==> src/rtl/lzc_share_arb.sv <==
// Shared 16-bit leading-zero counter with a registered 2-stage pipeline and an arbiter.
// Define LZC_ARB_FIXED_PRIO_EN for fixed priority (lowest index wins) instead of round-robin.

module lzc_miao_16 (
  input  logic [15:0] data,
  output logic [3:0]  cnt,
  output logic        v
);

  logic [3:0] nib [4];
  logic [3:0] nv;
  logic [1:0] hi;
  logic [1:0] lo;
  logic [1:0] sel;

  // 4-bit priority encode, reused for nibble flags and the chosen nibble
  function automatic logic [1:0] enc4(input logic [3:0] b);
    return {~b[3] & ~b[2], ~b[3] & (b[2] | ~b[1])};
  endfunction

  always_comb begin
    for (int k = 0; k < 4; k++) begin
      nib[k] = data[k*4 +: 4];
      nv[k]  = |data[k*4 +: 4];
    end
    hi  = enc4(nv);
    sel = 2'd3 - hi;
    lo  = enc4(nib[sel]);
    cnt = {hi, lo};
    v   = |nv;
  end

endmodule

module lzc_share_arb #(
  parameter int RANGE_WIDTH = 16,
  parameter int D_SIZE      = 4,
  parameter int NUM_REQ     = 4,
  parameter int ID_W        = $clog2(NUM_REQ)
) (
  input  logic                         clk,
  input  logic                         reset_n,
  input  logic [NUM_REQ-1:0]           req_valid,
  output logic [NUM_REQ-1:0]           req_ready,
  input  logic [NUM_REQ*RANGE_WIDTH-1:0] req_data,
  output logic                         resp_valid,
  input  logic                         resp_ready,
  output logic [ID_W-1:0]              resp_id,
  output logic [D_SIZE-1:0]            resp_lzc,
  output logic                         resp_zero
);

  typedef struct packed {
    logic [RANGE_WIDTH-1:0] opnd;
    logic [ID_W-1:0]        id;
  } s1_t;

  logic [RANGE_WIDTH-1:0] opnd [NUM_REQ];
  logic [ID_W-1:0]        rr_ptr;
  logic [ID_W-1:0]        cand;
  logic [ID_W-1:0]        gnt;
  logic                   gnt_found;
  logic                   xfer;
  logic                   s1_valid;
  s1_t                    s1_q;
  logic                   s2_adv;
  logic                   s1_adv;
  logic                   s1_free;
  logic [3:0]             lzc_cnt;
  logic                   lzc_v;

  for (genvar i = 0; i < NUM_REQ; i++) begin : g_unpack
    assign opnd[i] = req_data[i*RANGE_WIDTH +: RANGE_WIDTH];
  end

  // explicit wrap so non power-of-two NUM_REQ never overruns
  function automatic logic [ID_W-1:0] wrap_add(
    input logic [ID_W-1:0] a,
    input int              k
  );
    int s;
    s = int'(a) + k;
    if (s >= NUM_REQ) s = s - NUM_REQ;
    return s[ID_W-1:0];
  endfunction

  assign s2_adv  = !resp_valid | resp_ready;
  assign s1_adv  = s1_valid & s2_adv;
  assign s1_free = !s1_valid | s2_adv;

  always_comb begin
    gnt_found = 1'b0;
    gnt       = '0;
    cand      = '0;
    for (int k = 0; k < NUM_REQ; k++) begin
      cand = wrap_add(rr_ptr, k);
      if (!gnt_found && req_valid[cand]) begin
        gnt_found = 1'b1;
        gnt       = cand;
      end
    end
  end

  assign xfer = gnt_found & s1_free & reset_n;

  always_comb begin
    req_ready = '0;
    if (xfer) req_ready[gnt] = 1'b1;
  end

`ifdef LZC_ARB_FIXED_PRIO_EN
  assign rr_ptr = '0;
`else
  always_ff @(posedge clk or negedge reset_n) begin
    if (!reset_n) begin
      rr_ptr <= '0;
    end else if (xfer) begin
      rr_ptr <= wrap_add(gnt, 1);
    end
  end
`endif

  always_ff @(posedge clk or negedge reset_n) begin
    if (!reset_n) begin
      s1_valid <= 1'b0;
      s1_q     <= '0;
    end else if (xfer) begin
      s1_valid <= 1'b1;
      s1_q     <= '{opnd: opnd[gnt], id: gnt};
    end else if (s1_adv) begin
      s1_valid <= 1'b0;
    end
  end

  lzc_miao_16 u_lzc (
    .data (s1_q.opnd),
    .cnt  (lzc_cnt),
    .v    (lzc_v)
  );

  always_ff @(posedge clk or negedge reset_n) begin
    if (!reset_n) begin
      resp_valid <= 1'b0;
      resp_id    <= '0;
      resp_lzc   <= '0;
      resp_zero  <= 1'b0;
    end else if (s1_adv) begin
      resp_valid <= 1'b1;
      resp_id    <= s1_q.id;
      resp_lzc   <= lzc_v ? D_SIZE'(lzc_cnt) : '0;
      resp_zero  <= !lzc_v;
    end else if (resp_ready) begin
      resp_valid <= 1'b0;
    end
  end

endmodule
==> config.mk <==
export PLATFORM = sky130hd
export DESIGN_NAME = lzc_share_arb
export DESIGN_NICKNAME = d
export VERILOG_FILES = /design/src/rtl/lzc_share_arb.sv
export SDC_FILE = /design/constraint.sdc
export NUM_CORES = 1
export LEC_CHECK = 0
export ABC_AREA = 1
export ABC_CLOCK_PERIOD_IN_PS = 2300
export BUFFER_PORTS_ARGS = -buffer_cell sky130_fd_sc_hd__buf_2
export CORE_ASPECT_RATIO = 0.5
export CORE_UTILIZATION = 40
export DETAILED_ROUTE_END_ITERATION = 8
export HOLD_SLACK_MARGIN = 0.08
export PLACE_DENSITY = 0.76
export SYNTH_ARGS = -nofsm -noshare
export SYNTH_HDL_FRONTEND = slang
export SYNTH_SLANG_ARGS = --single-unit
==> constraint.sdc <==
create_clock -name clk -period 2.3 [get_ports clk]
set_input_delay 0.23 -clock clk [delete_from_list [all_inputs] [get_ports clk]]
set_output_delay 0.23 -clock clk [all_outputs]
set_load 0.01 [all_outputs]
* Word level (Yosys, flattened, before mapping) *
Cells that the tools add are included.

storage, ports and cells
  bits in registers = 29
  output and inout port bits = 12

cells by class
  reduce and logical (&&, ||, !) cells = 16
  multiplexer cells = 35
  add/sub/neg operators = 10
  magnitude comparators = 13
  bitwise operators = 19

operators with widths
  operator               number
  $bmux W16 S2           1
  $mux W16               2
  $ge A3 B3 Y1 const B   6
  $mux W2                9
  $mux W4                4
  $reduce_or A16 Y1      1
  $lt A2 B3 Y1 const B   5
  $mux W1                13
  $reduce_or A4 Y1       3
  $sub A2 B1 Y2 const B  5
  $bmux W1 S2            4
  $bmux W4 S2            1
  $and A1 B1 Y1          7
  $add A2 B1 Y3 const B  2
  $add A2 B2 Y3 const B  2
  $logic_not A1 Y1       6
  $not A1 Y1             6
  $not A2 Y3             2
  $logic_and A1 B1 Y1    4
  $or A1 B1 Y1           4
  $reduce_bool A2 Y1     2
  $ge A2 B3 Y1 const B   1
  $demux W1 S2           1
  $ge A2 B1 Y1 const B   1
  $sub A2 B2 Y2 const A  1

* Longest topological paths before layout *
Gate-level depths: netlist (run 1).

  depth in word-level cells = 19
  gate-level depth with buffers = 15
  depth with buffers taken out = 14

* By module *
From an unflattened synthesis (run 1), not the netlist that was laid out.

second synthesis, totals
  cell total of the unflattened synthesis = 344
  area total of the unflattened synthesis = 2283.4 um^2

modules (own cells, without submodules)
  module         cells each  sequential area each (um^2)  instances  area each (um^2)
  lzc_share_arb  289         725.7                        1          2006.9
  lzc_miao_16    55          0.0                          1          276.5

* Least setup slack after synthesis (run 1) *
Ideal clock, no wire load.

  kind = register -> output
  start = register rr_ptr[0]
  end = output req_ready[3]
  path buffers = 2
  cell stages (with the launch flop) = 15
  required time = 2.070 ns
  arrival = 1.703 ns
  path slack = 0.367 ns
  path through = dfrtp_1 -> buf_4 -> nand2_2 -> nand2_4 -> nand2_2 -> nand2_2 -> nor2_4 -> nand3_2 -> nand3_2 -> nand2_4 -> inv_4 -> buf_6 -> ha_1 -> inv_1 -> nor2_1

on the way
  longest elaborated chain between the ends = 19
  elaborated cells on any way between the ends = 45
  those cells by class = add/sub (7); order compare (6); mux (23); bitwise (2); reduce/logical (7)

ends and longest elaborated chain
  what                                                                    RTL line  RTL
  start: declaration                                                      59        logic [ID_W-1:0] rr_ptr;
  start signal: assignment                                                118       rr_ptr <= wrap_add(gnt, 1);
  parallel branches: the longest is 13 deep, another holds $add A2 B1 Y3  n/a
  $mux W2 (*)                                                             97        if (!gnt_found && req_valid[cand]) begin
  net gnt[1]                                                              61        logic [ID_W-1:0] gnt;
  $lt A2 B3 Y1 (not written as such) or $ge A2 B1 Y1 (tied branches)      108       if (xfer) req_ready[gnt] = 1'b1;
  $logic_and A1 B1 Y1 (not written as such)                               108
  $mux W1 (not written as such)                                           108
  $demux W1 S2 (*)                                                        108
  $mux W4 (*)                                                             108
  end: declaration                                                        44        output logic [NUM_REQ-1:0] req_ready,

Mark *: on every way through the listed nets, which the timed path passes. The select of a mux whose other input is x is not followed.

* Worst setup path after layout (run 1) *
  start = register rr_ptr[0]
  end = output req_ready[3]

on the way
  longest elaborated chain between the ends = 19
  elaborated cells on any way between the ends = 45
  those cells by class = add/sub (7); order compare (6); mux (23); bitwise (2); reduce/logical (7)

ends and longest elaborated chain
  what                                                                    RTL line
  parallel branches: the longest is 18 deep, another holds $add A2 B1 Y3  n/a
  $mux W4 (*)                                                             108

Mark *: on every way between the ends. The select of a mux whose other input is x is not followed.

==> results of run 1 <==
report_power, final:
group	switching [W]	internal [W]	total (W)
Sequential	0.000187	0.000774	0.000961
Clock	0.000228	0.000395	0.000624
Combinational	0.00242	0.00150	0.00392
Total	0.00283	0.00267	0.00550
metal layers:
| metal | vias up | global-route usage |
|---|---|---|
| met1 | 1220 | 0.292 |
| met4 | 0 | 0.0571 |
| met5 | - | 0 |
| met2 | 81 | 0.335 |
| met3 | 10 | 0.0393 |
| li1 | 1398 | - |
critical path, delay by kind of cell, from the launching register on:
family	cells	cell delay, ps
fa+ha+maj	1	150
simple gates	9	780
flops	1	460
buf+inv	4	410
cells by family (layout without fill, tap and decap cells):
kind of cell               Yosys count  count (layout)
buffers and inverters               88             184
and+or+nand+nor                    255             255
DFF                                 29              29
AOI/OAI and AO/OA                   18              18
adders and majority gates            4               4
layout make-up:
class                           count  area, µm²
Inverter                           73        287
Multi-Input combinational cell    277       1360
Timing Repair Buffer              103        578
Clock buffer                        5        125
Fill cell                         565       2490
Sequential cell                    29        728
Clock inverter                      3       17.5
Tap cell                           73       91.3
worst paths after layout:
check                            start      endpoint  slack [ps]  cells after the start
setup / recovery             rr_ptr[0]  req_ready[3]          -2                     14
hold / removal              resp_ready    resp_valid         240                      4
setup reg to reg             rr_ptr[0]       s1_q[0]         180                     12
hold reg to reg            resp_lzc[0]   resp_lzc[0]         470                      2
max in group asynchronous      reset_n     rr_ptr[0]        1430                      3
min in group asynchronous      reset_n      s1_valid         570                      3
cells in the mapped netlist:
| library cell | number | share of area |
|---|---|---|
| o21a_1 | 1 | 0.0031 |
| nand2_4 | 3 | 0.014 |
| buf_2 | 6 | 0.012 |
| a22o_1 | 1 | 0.0036 |
| nor4_1 | 1 | 0.0026 |
| o211ai_1 | 1 | 0.0031 |
| o21bai_1 | 1 | 0.0031 |
| nor2_1 | 18 | 0.028 |
| nand3_2 | 4 | 0.016 |
| o21ai_1 | 1 | 0.0020 |
| nand3_1 | 52 | 0.11 |
| nand4_1 | 1 | 0.0026 |
| nor2_4 | 1 | 0.0046 |
| nand2_1 | 150 | 0.23 |
| inv_2 | 3 | 0.0046 |
| buf_1 | 1 | 0.0015 |
| inv_4 | 1 | 0.0026 |
| nand3_4 | 1 | 0.0072 |
| inv_1 | 69 | 0.11 |
| ha_1 | 4 | 0.020 |
| buf_6 | 4 | 0.018 |
| o21ai_0 | 8 | 0.016 |
| a21oi_1 | 4 | 0.0082 |
| buf_4 | 4 | 0.012 |
| a31o_2 | 1 | 0.0036 |
| nand2_2 | 7 | 0.018 |
| dfrtp_1 | 29 | 0.30 |
| nand3b_1 | 16 | 0.049 |
| nor2_2 | 1 | 0.0026 |
sequential cells by signal, indices dropped and copies added, names as in the netlist:
register	flops
rr_ptr	2
s1_valid	1
resp_zero	1
resp_lzc	4
resp_id	2
s1_q	18
resp_valid	1
stage by stage:
stage / TNS, ps / util / instance area (µm²) / hold slack [ps]
floorplan: 0 / - / 2440 / -65.6
global placement: 0 / 0.508 / 2890 / 305
detailed placement: 0 / 0.508 / 2890 / 310
CTS: 0 / 0.546 / 3100 / 238
global route: -439 / 0.562 / 3190 / 283
finish: -1.90 / 0.562 / 3190 / 240
repair_timing:
item                                    4_1_cts  5_1_grt
endpoints found under the hold margin        29        0
endpoints found under the setup margin        4       17
resized for setup                             5       14
buffers inserted                              7        7
pin swaps                                     2        9
hold buffers                                  1        0
==> impl_results.md, run 1 <==
- Status: finished, violations left
- Violated checks: setup timing
- CTS H-Tree Depth: 2
- Detailed Route WL: 6.67 mm
- Final critical-path required period: 2300 ps
- Critical path arrival: 2070 ps
- Core ar.: 5680 µm²
- Met2 wire len: 2.96 mm
- PwrDens: 1720 nW/µm²
- DP Wirelength: 4.76 mm
- Commonest non-fill, non-tap cell in the layout: nand2_1
- Cell Area, Synth: 2440 µm²
- RSZ-0062 raised after global routing: yes
- Die Ht: 57.3 µm
- First drt pass iteration count: 4
- Longest individual stage delay on the worst path: 460 ps
- PnR Total Power: 0.00550 W
- XOR/XNOR Fraction of Synth Area: 0
- Largest family of logic cells by synthesized area: simple AND/OR/NAND/NOR gates
- Root Buffer: clkbuf_16
- Max-Cap Viols: 0
- Initial antenna violation count: 0
- Max clock buf depth: 2
- First-pass GRT wire length: 10.6 mm
- Tcrit/Tclk final: 1.00
- Non-filler cells, final: 563
- Drt wl/cell: 11.8 µm
- Vias: 2709
- Setup slack at placement: 125 ps
- GP Congestion: 0.859
- Post-Synth Simple-Gate Area: 0.482
- Post-synthesis mux area share: 0
- All-layer global routing usage: 0.208
- Clock transition at the registers of the reported paths: 50 ps
- Peak VDD IR: 730 µV
- Clock latency on the worst-skew pair: 270 ps
- Rel. slew slack: 0.748
- Placed Instances: 541
- Die extent in x: 113 µm
- Final setup viols: 1
- Die area: 6440 µm²
- Adder-cell share of the synthesized area: 0.0205
- Residual DRC count: 0
- Nets: 564
- Avg Inst Size Synth: 6.20 µm²
- Yosys warns: 0
- CTS Buf Count: 5
- Drt via density: 4.81
- Setup crit end kind: primary output
- Slowest-stage cell, CP: dfrtp_2
- Remaining antenna violation count: 0
- Vias in the first global route: 2382
- Share of cells above drive strength 1: 0.290
- Setup ws final: -1.90 ps
- Top Metal Used: met4
- Post-synthesis sequential area ratio: 0.297
- Clk_skew: 2.40 ps
- Clk sink count: 29
- CTS tree: built
- Routed wl met3: 403 µm
- CP Max Fanout: 6
- #FFs+latches synth: 29
- PortBufs: 82
- Compound-cell area share of the yosys netlist: 0.0430
- Ports: 83
- GRT overflow: 0
- Min-Delay Path Class: input pin to flop
- # rows: 19
- CP Class: flop to primary output
- Final Max Slew Viols: 0
- Critical Path, Cell by Cell: buf_6 > nand2_2 > nand2_2 > nand2_2 > nand2_4 > nor2_4 > nand3_2 > nand3_2 > nand2_4 > inv_8 > ha_2 > inv_1 > nor2_1 > buf_2
- Post-Syn Nets: 469
- Largest net degree at the start of global routing: 31
- Leak: 1.96 nW
- Inserted Diodes: 0
- Unique cell type count in the Yosys netlist: 29
- CP required: 2070 ps
- F_max: 434 MHz
- Critical path's most frequent cell: nand2_2
- Startpoint types: flop
- Slew of the pin with the lowest slew margin: 378 ps
- DRT iter0 DRCs: 181
- Commonest cells after routing, fill and taps aside: nand2_1, buf_2, inv_1
- WL met1: 3.21 mm
- Final Hold Vio Count: 0
- Cells after Synth: 394
- Area delta synth->final: 30.6%
- Initial Utilization: 0.430
No activity file was read; power rests on OpenSTA's default activity.
==> run 2: changes to the inputs <==
RECOVER_POWER = 100   (was unset)
==> run 2 against run 1 <==
Compared with the run above:
- the flow still finishes with violations (setup timing)
- maximum frequency about the same
- via count increased by 0.30%
- global-route usage is the same
- critical endpoint unchanged
- largest cell class unchanged
==> impl_results.md, run 2 (synthesis gave the netlist of run 1 again) <==
- Status: finished, violations left (unchanged)
- Violated checks: setup timing (unchanged)
- TNS Setup: -2.85 ps (was -1.90 ps)
- Remaining antenna violation count: 0 (unchanged)
- PortBufs: 82 (unchanged)
- All-layer global routing usage: 0.208 (unchanged)
- Vias in the first global route: 2382 (unchanged)
- Post-DP Area: 2890 µm² (unchanged)
- CTS Buf Count: 5 (unchanged)
- CP Max Fanout: 6 (unchanged)
- Leak: 1.93 nW (was 1.96 nW)
- Residual DRC count: 0 (unchanged)
- Die extent in x: 113 µm (unchanged)
- CP Class: flop to primary output (unchanged)
- Nets: 564 (unchanged)
- Initial antenna violation count: 0 (unchanged)
- CP Buf/Inv Count: 4 (unchanged)
- CTS H-Tree Depth: 2 (unchanged)
- Largest net degree at the start of global routing: 31 (unchanged)
- Share of cells above drive strength 1: 0.271 (was 0.290)
- DRT iter0 DRCs: 136 (was 181)
- Hold-critical path depth: 4 (unchanged)
- Core ar.: 5680 µm² (unchanged)
- RSZ-0062 raised after global routing: yes (unchanged)
- F_max: 434 MHz (about the same)
- Drt wl/cell: 11.9 µm (was 11.8 µm)
- Family with the most delay on the worst path: simple AND/OR/NAND/NOR gates (unchanged)
- # rows: 19 (unchanged)
- First drt pass iteration count: 4 (unchanged)
- R2r worst-path depth: 12 (unchanged)
- End of the worst hold path: resp_valid (unchanged)
- Final Hold Vio Count: 0 (unchanged)
- CP required: 2070 ps (about the same)
- Critical Path, Cell by Cell: buf_6 > nand2_2 > nand2_2 > nand2_2 > nand2_4 > nor2_4 > nand3_2 > nand3_2 > nand2_4 > inv_8 > ha_2 > inv_1 > nor2_1 > buf_2 (unchanged)
- Worst r2r src: rr_ptr[0] (unchanged)
- Die area: 6440 µm² (unchanged)
- Setup crit end kind: primary output (unchanged)
- Post-route cell area: 3180 µm² (was 3190 µm²)
- Max clock buf depth: 2 (unchanged)
- Commonest non-fill, non-tap cell in the layout: nand2_1 (unchanged)
- CTS tree: built (unchanged)
- Area delta synth->final: 30.1% (was 30.6%)
- Die Ht: 57.3 µm (unchanged)
- Ports: 83 (unchanged)
- Max-Cap Viols: 0 (unchanged)
- Final critical-path required period: 2300 ps (about the same)
- PwrDens: 1730 nW/µm² (was 1720 nW/µm²)
- Detailed Route WL: 6.69 mm (was 6.67 mm)
- Startpoint types: flop (unchanged)
- DP Wirelength: 4.76 mm (unchanged)
- Worst Setup SP: rr_ptr[0] (unchanged)
- Commonest cells after routing, fill and taps aside: nand2_1, buf_2, inv_1 (unchanged)
- Clock transition at the registers of the reported paths: 50 ps (about the same)
- Longest individual stage delay on the worst path: 460 ps (about the same)
- Final setup viols: 2 (was 1)
- Vias: 2717 (was 2709)
- Inserted Diodes: 0 (unchanged)
- Clk sink count: 29 (unchanged)
- Placed Instances: 541 (unchanged)
- Non-filler cells, final: 563 (unchanged)
- First-pass GRT wire length: 10.6 mm (unchanged)
- Largest regs: s1_q: 18 flops, resp_lzc: 4 flops (unchanged)
- Layout Utilization: 0.559 (was 0.562)
- Slew of the pin with the lowest slew margin: 731 ps (was 378 ps)
- Critical path's most frequent cell: nand2_2 (unchanged)
- Max reg flops: 18 (unchanged)
- Worst reg-to-reg setup slack: 180 ps (about the same)
- Min-Delay Path Class: input pin to flop (unchanged)
- Tcrit/Tclk final: 1.00 (about the same)
- Rel. slew slack: 0.513 (was 0.748)
- HP Start: resp_ready (unchanged)
- Initial Utilization: 0.430 (unchanged)
- Clk_skew: 2.70 ps (was 2.40 ps)
- Largest register by flop count: s1_q (unchanged)
- Final Max Slew Viols: 0 (unchanged)
- Clock latency on the worst-skew pair: 270 ps (about the same)
- FILL cells: 565 (unchanged)
- GP Congestion: 0.859 (unchanged)
- Critical R2R Capture: s1_q[0] (unchanged)
- Critical path arrival: 2070 ps (about the same)
- Drt via density: 4.83 (was 4.81)
- Peak VDD IR: 728 µV (was 730 µV)
- Slowest-stage cell, CP: dfrtp_2 (unchanged)
- Root Buffer: clkbuf_16 (unchanged)
- GRT overflow: 0 (unchanged)
- Setup ws final: -2.58 ps (was -1.90 ps)
==> run 2: stage by stage <==
stage	total power (W)	worst slack, ps	hold slack, ps
5_1_grt	0.00600	-116	283
3_3_place_gp	0.00426	163	305
2_1_floorplan	0.00368	367	-65.6
6_report	0.00549	-2.58	239
3_5_place_dp	0.00429	125	310
4_1_cts	0.00523	25.0	238
==> run 2: metal layers <==
metal | track usage | share of wire
met3 | 0.0393 | 0.071
met1 | 0.292 | 0.47
met2 | 0.335 | 0.44
met4 | 0.0571 | 0.016
met5 | 0 | 0
==> run 2: power by group <==
| group | internal, W | switching (W) | leakage [nW] |
|---|---|---|---|
| combinational | 0.00148 | 0.00241 | 1.51 |
| sequential | 0.000774 | 0.000188 | 0.354 |
| clock | 0.000396 | 0.000231 | 0.0696 |
==> run 2: worst register-to-register path: cells and delay by family (launching register included) <==
family,cells,cell delay [ps]
DFF,1,460
AOI/OAI and AO/OA,1,160
buffers and inverters,2,410
and+or+nand+nor,9,1030
==> run 2: worst max path at each step <==
stage	end	slack, ps	depth (start not counted)
finish	req_ready[3]	-3	14
floorplan	req_ready[3]	370	14
global placement	req_ready[2]	160	14
CTS	req_ready[1]	30	14
detailed placement	req_ready[2]	120	14
global route	req_ready[1]	-120	14
==> run 2: final cells by class <==
cell class | instances | area, µm² | area share
tap | 73 | 91.3 | 0.0288
inverter | 73 | 287 | 0.0902
sequential | 29 | 728 | 0.229
clock buffer | 5 | 125 | 0.0394
clock inverter | 3 | 17.5 | 0.00551
multi-input combinational | 277 | 1360 | 0.429
timing repair buffer | 103 | 564 | 0.178
==> run 2: timing repair <==
item,in CTS,in global routing
hold endpoints to repair,29,0
setup buffers,7,7
hold buffers,1,0
resized for setup,5,14
pin swaps,2,9
endpoints found under the setup margin,4,17
==> run 3: changes to the inputs <==
BUFFER_PORTS_ARGS = unset   (was -buffer_cell sky130_fd_sc_hd__buf_2)
CTS_CLUSTER_SIZE = 8   (was unset)
DONT_BUFFER_PORTS = 1   (was unset)
PLACE_DENSITY = 0.64   (was 0.76)
==> run 3 against run 2 <==
Compared with the run above:
- the flow now finishes without violations
- setup slack gained 140 ps
- critical path depth down 2
- sequential share of layout area increased by 4.2 points
- worst hold slack got worse by 81 ps
- count of clock-buffer cells in the layout increased by 2
- sequential power increased by 1%
- combinational power is 15% lower
- power is 11% lower
- highest routed layer unchanged
==> impl_results.md, run 3 (synthesis gave the netlist of run 1 again) <==
- Drt via density: 4.85 (was 4.83)
- Setup slack at placement: 255 ps (was 125 ps)
- Initial antenna violation count: 0 (unchanged)
- Setup ws final: 138 ps (was -2.58 ps)
- DRT iter0 DRCs: 73 (was 136)
- Final Max Slew Viols: 0 (unchanged)
- Final setup viols: 0 (was 2)
- Setup crit end kind: primary output (unchanged)
- WHS: 158 ps (was 239 ps)
- PwrDens: 1830 nW/µm² (was 1730 nW/µm²)
- DP Wirelength: 4.13 mm (was 4.76 mm)
- Min-Delay Path Class: input pin to flop (unchanged)
- Hold-critical path depth: 3 (was 4)
- Status: completed (was finished, violations left)
- Clk sink count: 29 (unchanged)
- Slew of the pin with the lowest slew margin: 559 ps (was 731 ps)
- Max reg flops: 18 (unchanged)
- Final critical-path required period: 2160 ps (was 2300 ps)
- Ports: 83 (unchanged)
- CP Max Fanout: 9 (was 6)
- Share of cells above drive strength 1: 0.106 (was 0.271)
- # rows: 19 (unchanged)
- Rel. slew slack: 0.627 (was 0.513)
- Largest regs: s1_q: 18 flops, resp_lzc: 4 flops (unchanged)
- Largest register by flop count: s1_q (unchanged)
- CP required: 2070 ps (about the same)
- Layout Utilization: 0.472 (was 0.559)
- Max-Cap Viols: 0 (unchanged)
- Residual DRC count: 0 (unchanged)
- CTS Buf Count: 5 (unchanged)
- Vias: 2275 (was 2717)
- Clock transition at the registers of the reported paths: 50 ps (about the same)
- R2r worst-path depth: 15 (was 12)
- GRT overflow: 0 (unchanged)
- Detailed Route WL: 5.46 mm (was 6.69 mm)
- Root Buffer: clkbuf_16 (unchanged)
- Nets: 471 (was 564)
- First-pass GRT wire length: 9.29 mm (was 10.6 mm)
- CP Class: flop to primary output (unchanged)
- FILL cells: 592 (was 565)
- Area delta synth->final: 9.78% (was 30.1%)
- Clock latency on the worst-skew pair: 270 ps (about the same)
- Peak VDD IR: 844 µV (was 728 µV)
- Largest net degree at the start of global routing: 33 (was 31)
- First drt pass iteration count: 4 (unchanged)
- Remaining antenna violation count: 0 (unchanged)
- Final Hold Vio Count: 0 (unchanged)
- Die extent in x: 113 µm (unchanged)
- Startpoint types: flop (unchanged)
- All-layer global routing usage: 0.183 (was 0.208)
- RSZ-0062 raised after global routing: yes (unchanged)
- Flip-flop and latch area: 727 µm² (was 728 µm²)
- F_max: 463 MHz (was 434 MHz)
- Vias in the first global route: 2033 (was 2382)
- Tcrit/Tclk final: 0.940 (was 1.00)
- Drt wl/cell: 11.6 µm (was 11.9 µm)
- CTS tree: built (unchanged)
- PortBufs: 0 (was 82)
- Multi-input gate area: 1350 µm² (was 1360 µm²)
- Critical path arrival: 1930 ps (was 2070 ps)
- Inserted Diodes: 0 (unchanged)
- Core ar.: 5680 µm² (unchanged)
- Clk_skew: 4.25 ps (was 2.70 ps)
- Die area: 6440 µm² (unchanged)
- Max clock buf depth: 2 (unchanged)
- Leak: 1.57 nW (was 1.93 nW)
- Die Ht: 57.3 µm (unchanged)
- Commonest cells after routing, fill and taps aside: nand2_1, inv_1, nand3_1 (was nand2_1, buf_2, inv_1)
- CTS H-Tree Depth: 2 (unchanged)
- GP Congestion: 0.797 (was 0.859)
- Initial Utilization: 0.430 (unchanged)
- Commonest non-fill, non-tap cell in the layout: nand2_1 (unchanged)
==> run 3: area by class of cell <==
type,instances,share of cell area
Clock buffer,7,0.0532
Tap cell,73,0.0341
Inverter,73,0.107
Sequential cell,29,0.271
Timing Repair Buffer,10,0.0327
Multi-Input combinational cell,277,0.502
==> run 3: where the power goes <==
group	leakage [nW]	switching (W)	total, W	internal, W
Sequential	0.355	0.000203	0.000976	0.000773
Combinational	1.15	0.00216	0.00330	0.00114
Clock	0.0700	0.000194	0.000616	0.000421
Total	1.57	0.00256	0.00489	0.00233
==> run 3: final timing paths <==
path / startpoint / endpoint / slack [ps]
worst max-delay path: rr_ptr[0] / req_ready[3] / 140
worst min-delay path: resp_ready / resp_valid / 160
worst max register to register: rr_ptr[0] / s1_q[2] / 240
worst min register to register: s1_valid / resp_valid / 470
max in group asynchronous: reset_n / rr_ptr[1] / 1730
min in group asynchronous: reset_n / s1_q[15] / 390
==> run 3: routing by layer <==
metal,global-route usage,part of all wire,up-vias
met1,0.260,0.52,995
met3,0.0425,0.063,4
met4,0.0457,0.0092,0
met5,0,0,-
met2,0.283,0.41,67
li1,-,-,1209
==> run 3: critical path, stage by stage (launching register included) <==
cell      delay (ps)
dfrtp_1          390
buf_4            180
nand2_1           60
nand2_1           70
nand2_1           90
nand2_2           60
nor2_4           120
nand4_1          180
nand2_4          160
clkinv_8          60
ha_1             190
inv_1             60
nor2_2            50
==> run 3: timing repair <==
item,4_1_cts,5_1_grt
endpoints found under the setup margin,2,4
setup buffers,0,2
endpoints found under the hold margin,29,0
pin swaps,0,4
gates resized for setup,2,8
hold buffers,2,0
==> run 3: per-stage QoR <==
stage	cells	instance area, µm²	TNS, ps	power, W
2_1_floorplan	394	2440	0	0.00368
3_3_place_gp	458	2470	0	0.00413
3_5_place_dp	458	2470	0	0.00416
4_1_cts	467	2650	0	0.00485
5_1_grt	469	2680	-10.1	0.00549
6_report	469	2680	0	0.00489
